### config.mk
export PLATFORM = sky130hd
export DESIGN_NAME = multicycle_controller
export DESIGN_NICKNAME = d
export VERILOG_FILES = /design/src/rtl/ctrl_pkg.sv /design/src/rtl/opcode_decoder.sv /design/src/rtl/multicycle_controller.sv
export SDC_FILE = /design/constraint.sdc
export NUM_CORES = 1
export LEC_CHECK = 0
export ABC_AREA = 1
export BUFFER_PORTS_ARGS = -buffer_cell sky130_fd_sc_hd__buf_2
export CAP_MARGIN = 20
export CORE_AREA = 3 3 61 63
export CTS_CLUSTER_SIZE = 25
export DETAILED_ROUTE_END_ITERATION = 8
export DIE_AREA = 0 0 64 66
export PLACE_DENSITY = 0.9
export SLEW_MARGIN = 20
export SYNTH_ARGS = -nofsm -noshare
export SYNTH_HDL_FRONTEND = slang
export SYNTH_SLANG_ARGS = --single-unit
### constraint.sdc
create_clock -name clk -period 2.8 [get_ports clk]
set_clock_uncertainty 0.15 [all_clocks]
set_input_delay 0.28 -clock clk [delete_from_list [all_inputs] [get_ports clk]]
set_output_delay 0.28 -clock clk [all_outputs]
set_load 0.05 [all_outputs]
### src/rtl/ctrl_pkg.sv
// Shared types and constants for the multicycle controller: FSM states,
// opcode classes, ALU operation codes and opcode prefixes.
package ctrl_pkg;

  typedef enum logic [2:0] {
    ST_IDLE   = 3'd0,
    ST_FETCH  = 3'd1,
    ST_DECODE = 3'd2,
    ST_EXEC   = 3'd3,
    ST_MEM    = 3'd4,
    ST_WB     = 3'd5,
    ST_TRAP   = 3'd6
  } state_t;

  // CLS_NOP doubles as "unknown opcode" and as the reset value of the latched class
  typedef enum logic [3:0] {
    CLS_NOP  = 4'd0,
    CLS_B    = 4'd1,
    CLS_CBZ  = 4'd2,
    CLS_CBNZ = 4'd3,
    CLS_ADDI = 4'd4,
    CLS_SUBI = 4'd5,
    CLS_AND  = 4'd6,
    CLS_ADD  = 4'd7,
    CLS_ORR  = 4'd8,
    CLS_SUB  = 4'd9,
    CLS_STUR = 4'd10,
    CLS_LDUR = 4'd11
  } op_class_t;

  localparam logic [3:0] ALUOP_AND  = 4'b0000;
  localparam logic [3:0] ALUOP_ORR  = 4'b0001;
  localparam logic [3:0] ALUOP_ADD  = 4'b0010;
  localparam logic [3:0] ALUOP_SUB  = 4'b0110;
  localparam logic [3:0] ALUOP_CBZ  = 4'b0111;
  localparam logic [3:0] ALUOP_B    = 4'b1000;
  localparam logic [3:0] ALUOP_CBNZ = 4'b1001;

  localparam logic [5:0]  PFX_B    = 6'b000101;
  localparam logic [7:0]  PFX_CBZ  = 8'b10110100;
  localparam logic [7:0]  PFX_CBNZ = 8'b10110101;
  localparam logic [9:0]  PFX_ADDI = 10'b1001000100;
  localparam logic [9:0]  PFX_SUBI = 10'b1101000100;
  localparam logic [10:0] OPC_AND  = 11'b10001010000;
  localparam logic [10:0] OPC_ADD  = 11'b10001011000;
  localparam logic [10:0] OPC_ORR  = 11'b10101010000;
  localparam logic [10:0] OPC_SUB  = 11'b11001011000;
  localparam logic [10:0] OPC_STUR = 11'b11111000000;
  localparam logic [10:0] OPC_LDUR = 11'b11111000010;

  function automatic logic [3:0] alu_code(input op_class_t cls);
    case (cls)
      CLS_AND:                               alu_code = ALUOP_AND;
      CLS_ORR:                               alu_code = ALUOP_ORR;
      CLS_ADD, CLS_ADDI, CLS_LDUR, CLS_STUR: alu_code = ALUOP_ADD;
      CLS_SUB, CLS_SUBI:                     alu_code = ALUOP_SUB;
      CLS_CBZ:                               alu_code = ALUOP_CBZ;
      CLS_B:                                 alu_code = ALUOP_B;
      CLS_CBNZ:                              alu_code = ALUOP_CBNZ;
      default:                               alu_code = ALUOP_AND;
    endcase
  endfunction

endpackage

### src/rtl/opcode_decoder.sv
// Combinational opcode classifier: top 11 bits of opCode -> opcode class,
// shorter prefixes taking priority over full-width matches.
module opcode_decoder
  import ctrl_pkg::*;
#(
  parameter int OPCODE_W = 11
) (
  input  logic [OPCODE_W-1:0] opCode,
  output op_class_t           op_class
);

  logic [10:0] top_s;

  assign top_s = opCode[OPCODE_W-1 -: 11];

  // Prefix-priority class decode
  always_comb begin
    op_class = CLS_NOP;
    if (top_s[10:5] == PFX_B) begin
      op_class = CLS_B;
    end else if (top_s[10:3] == PFX_CBZ) begin
      op_class = CLS_CBZ;
    end else if (top_s[10:3] == PFX_CBNZ) begin
      op_class = CLS_CBNZ;
    end else if (top_s[10:1] == PFX_ADDI) begin
      op_class = CLS_ADDI;
    end else if (top_s[10:1] == PFX_SUBI) begin
      op_class = CLS_SUBI;
    end else begin
      case (top_s)
        OPC_AND:  op_class = CLS_AND;
        OPC_ADD:  op_class = CLS_ADD;
        OPC_ORR:  op_class = CLS_ORR;
        OPC_SUB:  op_class = CLS_SUB;
        OPC_STUR: op_class = CLS_STUR;
        OPC_LDUR: op_class = CLS_LDUR;
        default:  op_class = CLS_NOP;
      endcase
    end
  end

endmodule

### src/rtl/multicycle_controller.sv
// Multicycle datapath controller with retired-instruction counter.
// Define MULTICYCLE_CTRL_ILLEGAL_TRAP_EN to trap unknown opcodes instead of executing them as NOPs.
module multicycle_controller
  import ctrl_pkg::*;
#(
  parameter int OPCODE_W = 11,
  parameter int ALUOP_W  = 4,
  parameter int CNT_W    = 16
) (
  input  logic                clk,
  input  logic                rst_n,
  input  logic                run,
  input  logic [OPCODE_W-1:0] opCode,
  input  logic                memReady,
  input  logic                aluZero,
  output logic                pcWrite,
  output logic                irWrite,
  output logic                reg2Loc,
  output logic                branch,
  output logic                memRead,
  output logic                memWrite,
  output logic                memToReg,
  output logic                aluSrc,
  output logic                regWrite,
  output logic [ALUOP_W-1:0]  aluOp,
  output logic                retire,
  output logic [CNT_W-1:0]    retireCount,
  output logic                illegal
);

  state_t          state_r;
  op_class_t       class_r;
  op_class_t       dec_class_s;
  logic [CNT_W-1:0] count_r;
  state_t          after_retire_s;

  opcode_decoder #(.OPCODE_W(OPCODE_W)) u_decoder (
    .opCode   (opCode),
    .op_class (dec_class_s)
  );

  assign after_retire_s = run ? ST_FETCH : ST_IDLE;
  assign retireCount    = count_r;

  // Sequencing FSM, latched opcode class and retire counter
  always_ff @(posedge clk or negedge rst_n) begin
    if (!rst_n) begin
      state_r <= ST_IDLE;
      class_r <= CLS_NOP;
      count_r <= {CNT_W{1'b0}};
    end else begin
      if (retire) begin
        count_r <= count_r + CNT_W'(1'b1);
      end
      case (state_r)
        ST_IDLE:  state_r <= run ? ST_FETCH : ST_IDLE;
        ST_FETCH: state_r <= memReady ? ST_DECODE : ST_FETCH;
        ST_DECODE: begin
          class_r <= dec_class_s;
`ifdef MULTICYCLE_CTRL_ILLEGAL_TRAP_EN
          state_r <= (dec_class_s == CLS_NOP) ? ST_TRAP : ST_EXEC;
`else
          state_r <= ST_EXEC;
`endif
        end
        ST_EXEC: begin
          if (class_r == CLS_LDUR || class_r == CLS_STUR) begin
            state_r <= ST_MEM;
          end else if (retire) begin
            state_r <= after_retire_s;
          end else begin
            state_r <= ST_WB;
          end
        end
        ST_MEM: begin
          if (!memReady) begin
            state_r <= ST_MEM;
          end else if (class_r == CLS_STUR) begin
            state_r <= after_retire_s;
          end else begin
            state_r <= ST_WB;
          end
        end
        ST_WB:   state_r <= after_retire_s;
        ST_TRAP: state_r <= ST_TRAP;
        default: state_r <= ST_IDLE;
      endcase
    end
  end

  // Control outputs decoded from the current state and latched class
  always_comb begin
    pcWrite  = 1'b0;
    irWrite  = 1'b0;
    reg2Loc  = 1'b0;
    branch   = 1'b0;
    memRead  = 1'b0;
    memWrite = 1'b0;
    memToReg = 1'b0;
    aluSrc   = 1'b0;
    regWrite = 1'b0;
    aluOp    = {ALUOP_W{1'b0}};
    retire   = 1'b0;
    illegal  = 1'b0;
    case (state_r)
      ST_FETCH: begin
        memRead = 1'b1;
        if (memReady) begin
          irWrite = 1'b1;
          pcWrite = 1'b1;
        end else begin
          irWrite = 1'b0;
          pcWrite = 1'b0;
        end
      end
      ST_EXEC: begin
        aluOp   = ALUOP_W'(alu_code(class_r));
        aluSrc  = class_r inside {CLS_ADDI, CLS_SUBI, CLS_LDUR, CLS_STUR};
        reg2Loc = class_r inside {CLS_STUR, CLS_CBZ, CLS_CBNZ, CLS_B};
        branch  = class_r inside {CLS_B, CLS_CBZ, CLS_CBNZ};
        // Taken-branch PC load depends on the live zero flag
        pcWrite = (class_r == CLS_B) || (class_r == CLS_CBZ && aluZero) ||
                  (class_r == CLS_CBNZ && !aluZero);
        retire  = class_r inside {CLS_B, CLS_CBZ, CLS_CBNZ, CLS_NOP};
      end
      ST_MEM: begin
        memRead  = (class_r == CLS_LDUR);
        memWrite = (class_r == CLS_STUR);
        retire   = memReady && (class_r == CLS_STUR);
      end
      ST_WB: begin
        regWrite = 1'b1;
        memToReg = (class_r == CLS_LDUR);
        retire   = 1'b1;
      end
      ST_TRAP: begin
`ifdef MULTICYCLE_CTRL_ILLEGAL_TRAP_EN
        illegal = 1'b1;
`else
        illegal = 1'b0;
`endif
      end
      default: illegal = 1'b0;
    endcase
  end

endmodule

After elaboration in Yosys (flattened, before gate mapping)
Memory sizes are Yosys's and may differ from the RTL's. Index checks and enable logic that the tools add are counted.

Register bits after elaboration: 23. Bits in latches: 0. Memory bits (writable): 0. Memory bits (read-only): 64. Input port bits: 16. Word-level logic and storage cells: 68. Memories: 1.

Add/subtract/negate cells: 1. $mul: 0. Div/mod/pow operators: 0. Magnitude comparators: 0. Equal/unequal tests: 24. Shifts and indexed selects: 0. Muxes and demuxes: 25. Bitwise logic cells: 0. Reduce and logical (&&, ||, !) cells: 14.

Memories: (no name shown) (depth 16, bits a word 4, rd ports 1, clocked after Yosys merged registers in 0, wr ports 0, RTL line ctrl_pkg.sv:52) `case (cls)`.

Operators with widths (number): 11-bit == test, second input constant (6); 4-bit two-way mux (6); 4-bit one-hot mux with 6 select lines (1); 10-bit == test, second input constant (2); 3-bit one-hot mux with 6 select lines (1); 16-bit by 1-bit adder with 16-bit output, second input constant (1); 8-bit == test, second input constant (2); 3-bit two-way mux (4); 4-bit nonzero test (3); 3-bit == test, second input constant (3); 1-bit two-way mux (9); 4-bit by 2-bit == test with 1-bit output, second input constant (2); 4-bit by 3-bit == test with 1-bit output, second input constant (2); 4-bit == test, second input constant (2); 3-bit by 2-bit == test with 1-bit output, second input constant (2); 6-bit by 3-bit == test with 1-bit output, second input constant (1); 4-bit by 1-bit == test with 1-bit output, second input constant (1); 4-bit logical NOT (1); 1-bit one-hot mux with 2 select lines (2); 3-bit by 1-bit == test with 1-bit output, second input constant (1); 1-bit logical AND (3); 3-bit logical NOT (1); 1-bit logical OR (3); 1-bit one-hot mux with 3 select lines (1); 4 further kinds (4).

Logic depth before layout (Yosys ltp)
Word-level depth: 7. Mapped depth: 9. Depth with buffers taken out: 9.

Cells and area by module
From an unflattened synthesis, not the netlist that was laid out.

Cell total of the unflattened synthesis: 293. Area, all modules: 1849.3 µm².

By module, submodules not included: multicycle_controller (instances 1, cells each 231, area each 1572.8 µm², sequential area each 575.6 µm²); opcode_decoder (instances 1, cells each 62, area each 276.5 µm², sequential area each 0.0 µm²).

Least setup slack after synthesis
OpenSTA, ideal clock, no wires.

Path kind: register to output. Start: register class_r[2]. End: output port memToReg. Arrival: 2102 ps. Path slack: 268 ps. Stages on the path, launching flop included: 6. Path buffers: 0. Cells stage by stage: dfrtp_1 inv_1 nand2_1 inv_1 nand2_1 nor4_1.

Cells in the longest elaborated chain, start to end: 2.

RTL lines: from (decl) (RTL line multicycle_controller.sv:32) `op_class_t class_r;`; from (signal assigned) (RTL line multicycle_controller.sv:59) `class_r <= dec_class_s;`; 4-bit == test (RTL line multicycle_controller.sv:133) `memToReg = (class_r == CLS_LDUR);`; 1-bit two-way mux (RTL line multicycle_controller.sv:105) `case (state_r)`; to (decl) (RTL line multicycle_controller.sv:22) `output logic memToReg,`.

No other way between the ends.

Worst setup path in the final report
Start: register class_r[0]. End: output port retire.

Cells in the longest elaborated chain, start to end: 3.

RTL lines: 4-bit by 1-bit == test with 1-bit output, or another cell as far along (RTL line multicycle_controller.sv:124) `retire = class_r inside {CLS_B, CLS_CBZ, CLS_CBNZ, CLS_NOP};`; 4-bit nonzero test / 1-bit logical AND (equally long branches) (RTL line multicycle_controller.sv:124, multicycle_controller.sv:129); 1-bit one-hot mux with 3 select lines (*) (RTL line multicycle_controller.sv:105); to (decl) (RTL line multicycle_controller.sv:26) `output logic retire,`.

Every way passes the cells marked *; elsewhere a longest branch is shown, timed or not.

==> results.json <==
{
  "status": "finished clean",
  "ant_nets": 0,
  "fin_util_pct": 63.85,
  "gp_congestion": 0.9451,
  "grt_util_all_layers_pct": 20.26,
  "critPathTopFamily": "simple AND/OR/NAND/NOR gates",
  "hold_ws_ps": 162.3,
  "fill_cells": 307,
  "final_common_cell": "nand2_1",
  "layout_common_cells": "98 x nand2_1, 45 x buf_2, 43 x inv_1, 43 x nor2_1, 23 x dfrtp_1",
  "cts_made_buffers": 3,
  "path_clk_slew_ps": 130,
  "min_period_ps": 2291,
  "whs_path_depth": 5,
  "synth_top_area_share_pct": 31.70,
  "htree_levels": 1,
  "vdd_ir_drop_max_v": 0.0005575,
  "dp.final_hpwl_mm": 3.298,
  "start_kind": "register",
  "antenna_found_initial": 0,
  "cts_root_buffer": "clkbuf_4",
  "nets": 357,
  "critPathMaxFanout": 25,
  "clock-sinks": 23,
  "cts.repair.resized": 0,
  "regArea_um2": 575.6,
  "p_leak_nw": 1.149,
  "start_util_pct": 55.28,
  "critPathMaxStageDelay_ps": 430,
  "worst_path_max_delay_cell": "dfrtp_1",
  "crit_type": "register to output pin",
  "grt_pass1_vias": 1715,
  "synthesis.area_mm2": 0.001815,
  "dp_cells": 380,
  "avgRoutedWirePerCell_um": 10.52,
  "routed_wirelength_mm": 4.051,
  "dieArea_mm2": 0.004224,
  "critPathCaptureType": "output pin",
  "worst_pin_slew_ps": 524.2,
  "grt-ovfl-total": 0,
  "period_share_pct": 81.83,
  "grt_setup_unrepaired": "false",
  "drc": 0,
  "drive_gt1_share_pct": 17.70,
  "area_growth_pct": 15.51,
  "grt_pass1_wl_mm": 6.886,
  "finalNonFillerCells": 385,
  "core_area_mm2": 0.003284,
  "synth_area_leaders": "dfrtp_1 32%, nand2_1 20%, inv_1 8.9%, nor2_1 8.9%, nand3_1 6.1%",
  "drt_iter0_markers": 129,
  "power.density_mw_per_mm2": 728.2,
  "cts_setup_buffers": 0,
  "via_count": 1937,
  "antenna-diode-count": 0,
  "reg2regPathDepth": 8,
  "grt_max_degree": 26,
  "seq_area_frac_synth_pct": 31.70,
  "path_buf_inv": 2,
  "fin_tns_setup_ps": 0,
  "cts_tree": "done",
  "required_ps": 2370,
  "final_max_slew_viol_count": 0,
  "yosysWarnings": 0,
  "die_w_um": 64,
  "postSynthCellCount": 293,
  "yosysTopAreaCell": "dfrtp_1",
  "fmax_ghz": 0.4365,
  "critPathArrivalTime_ps": 1860,
  "routed_via_density": 5.031,
  "setup_viol": 0,
  "die_y_um": 66,
  "drtPass1Iterations": 4,
  "cts.path.max_buffers": 2,
  "cp.depth": 6,
  "ys_seq_elements": 23,
  "slew_headroom_pct": 65.05,
  "multi_input_area_mm2": 0.001026,
  "max_cap_violations": 0,
  "avgSynthCellArea_um2": 6.196,
  "hold_violations": 0,
  "std_cell_rows": 21,
  "ios": 47,
  "syn_nets": 310,
  "path_cells": "inv_2 -> nand2_1 -> nor2_1 -> nand4_1 -> nand2_4 -> buf_2",
  "port_buffers": 45,
  "cts_hold_buffers": 1,
  "hp-class": "primary input to register",
  "synth_cell_types": 29,
  "clkLatencyLatePin_ps": 300
}
cells by family after synthesis:
group	after synthesis	share of synthesized area (%)
adders and majority gates	1	0.6891
other	1	0.2066
buffers and inverters	51	11.78
xor gates and xnor gates	9	4.755
AOI/OAI and AO/OA	25	7.719
and+or+nand+nor	183	43.14
DFF	23	31.70
through the flow:
stage                     worst slack [ps]  cell area [um^2]  total power (W)
after floorplan                      268.3              1815         0.001208
after global placement               917.9              2061         0.001358
after detailed placement             868.0              2061         0.001382
after CTS                            505.1              2097         0.001538
after global routing                 358.9              2097         0.001639
final                                508.9              2097         0.001527
worst min-delay path: cells and delay by family:
kind	cells	cell delay (ps)
buf+inv	2	140
simple gates	3	160
cells in the mapped netlist, drive strengths merged:
library cell,n
a211oi,2
o31ai,1
buf,4
and2,1
ha,1
nand4,7
o21ai,14
nor4,1
nand3b,2
xor2,5
nor2,46
dfrtp,23
a21oi,5
conb,1
o22ai,3
nand2,99
inv,47
xnor2,4
nor3,4
nand3,23
report_power, final:
group          internal [W]  total [W]  switching, W  leakage [nW]
Combinational      0.000212   0.000863      0.000651         0.825
Sequential         0.000403   0.000513      0.000110         0.309
Clock             0.0000555   0.000151     0.0000953        0.0150
final cells by class:
class	count	share of cell area (%)
Clock buffer	4	1.253
Inverter	47	8.413
Multi-Input combinational cell	219	48.93
Sequential cell	23	27.45
Tap cell	46	2.745
Timing Repair Buffer	46	11.22
layer usage:
layer / vias to the layer above / track usage [%] / wire length, um
met3: 4 / 2.041 / 268
met4: 0 / 7.547 / 37
met2: 63 / 35.87 / 1967
li1: 1004 / - / -
met1: 866 / 25.37 / 1777
met5: - / 0 / 0
flip-flops by register name, indices dropped and copies added (netlist names):
| signal | flops |
|---|---|
| retireCount | 16 |
| class_r | 4 |
| state_r | 3 |
worst paths after layout:
path | slack (ps) | start | to
max | 510 | class_r[0]$_DFFE_PN0P_ | retire
min | 160 | run | state_r[0]$_DFF_PN0_
max reg2reg | 1020 | class_r[0]$_DFFE_PN0P_ | retireCount[5]$_DFFE_PN0P_
min reg2reg | 390 | retireCount[15]$_DFFE_PN0P_ | retireCount[15]$_DFFE_PN0P_
max in group asynchronous | 1820 | rst_n | state_r[0]$_DFF_PN0_
min in group asynchronous | 320 | rst_n | retireCount[8]$_DFFE_PN0P_
(Power assumes the default switching activity.)
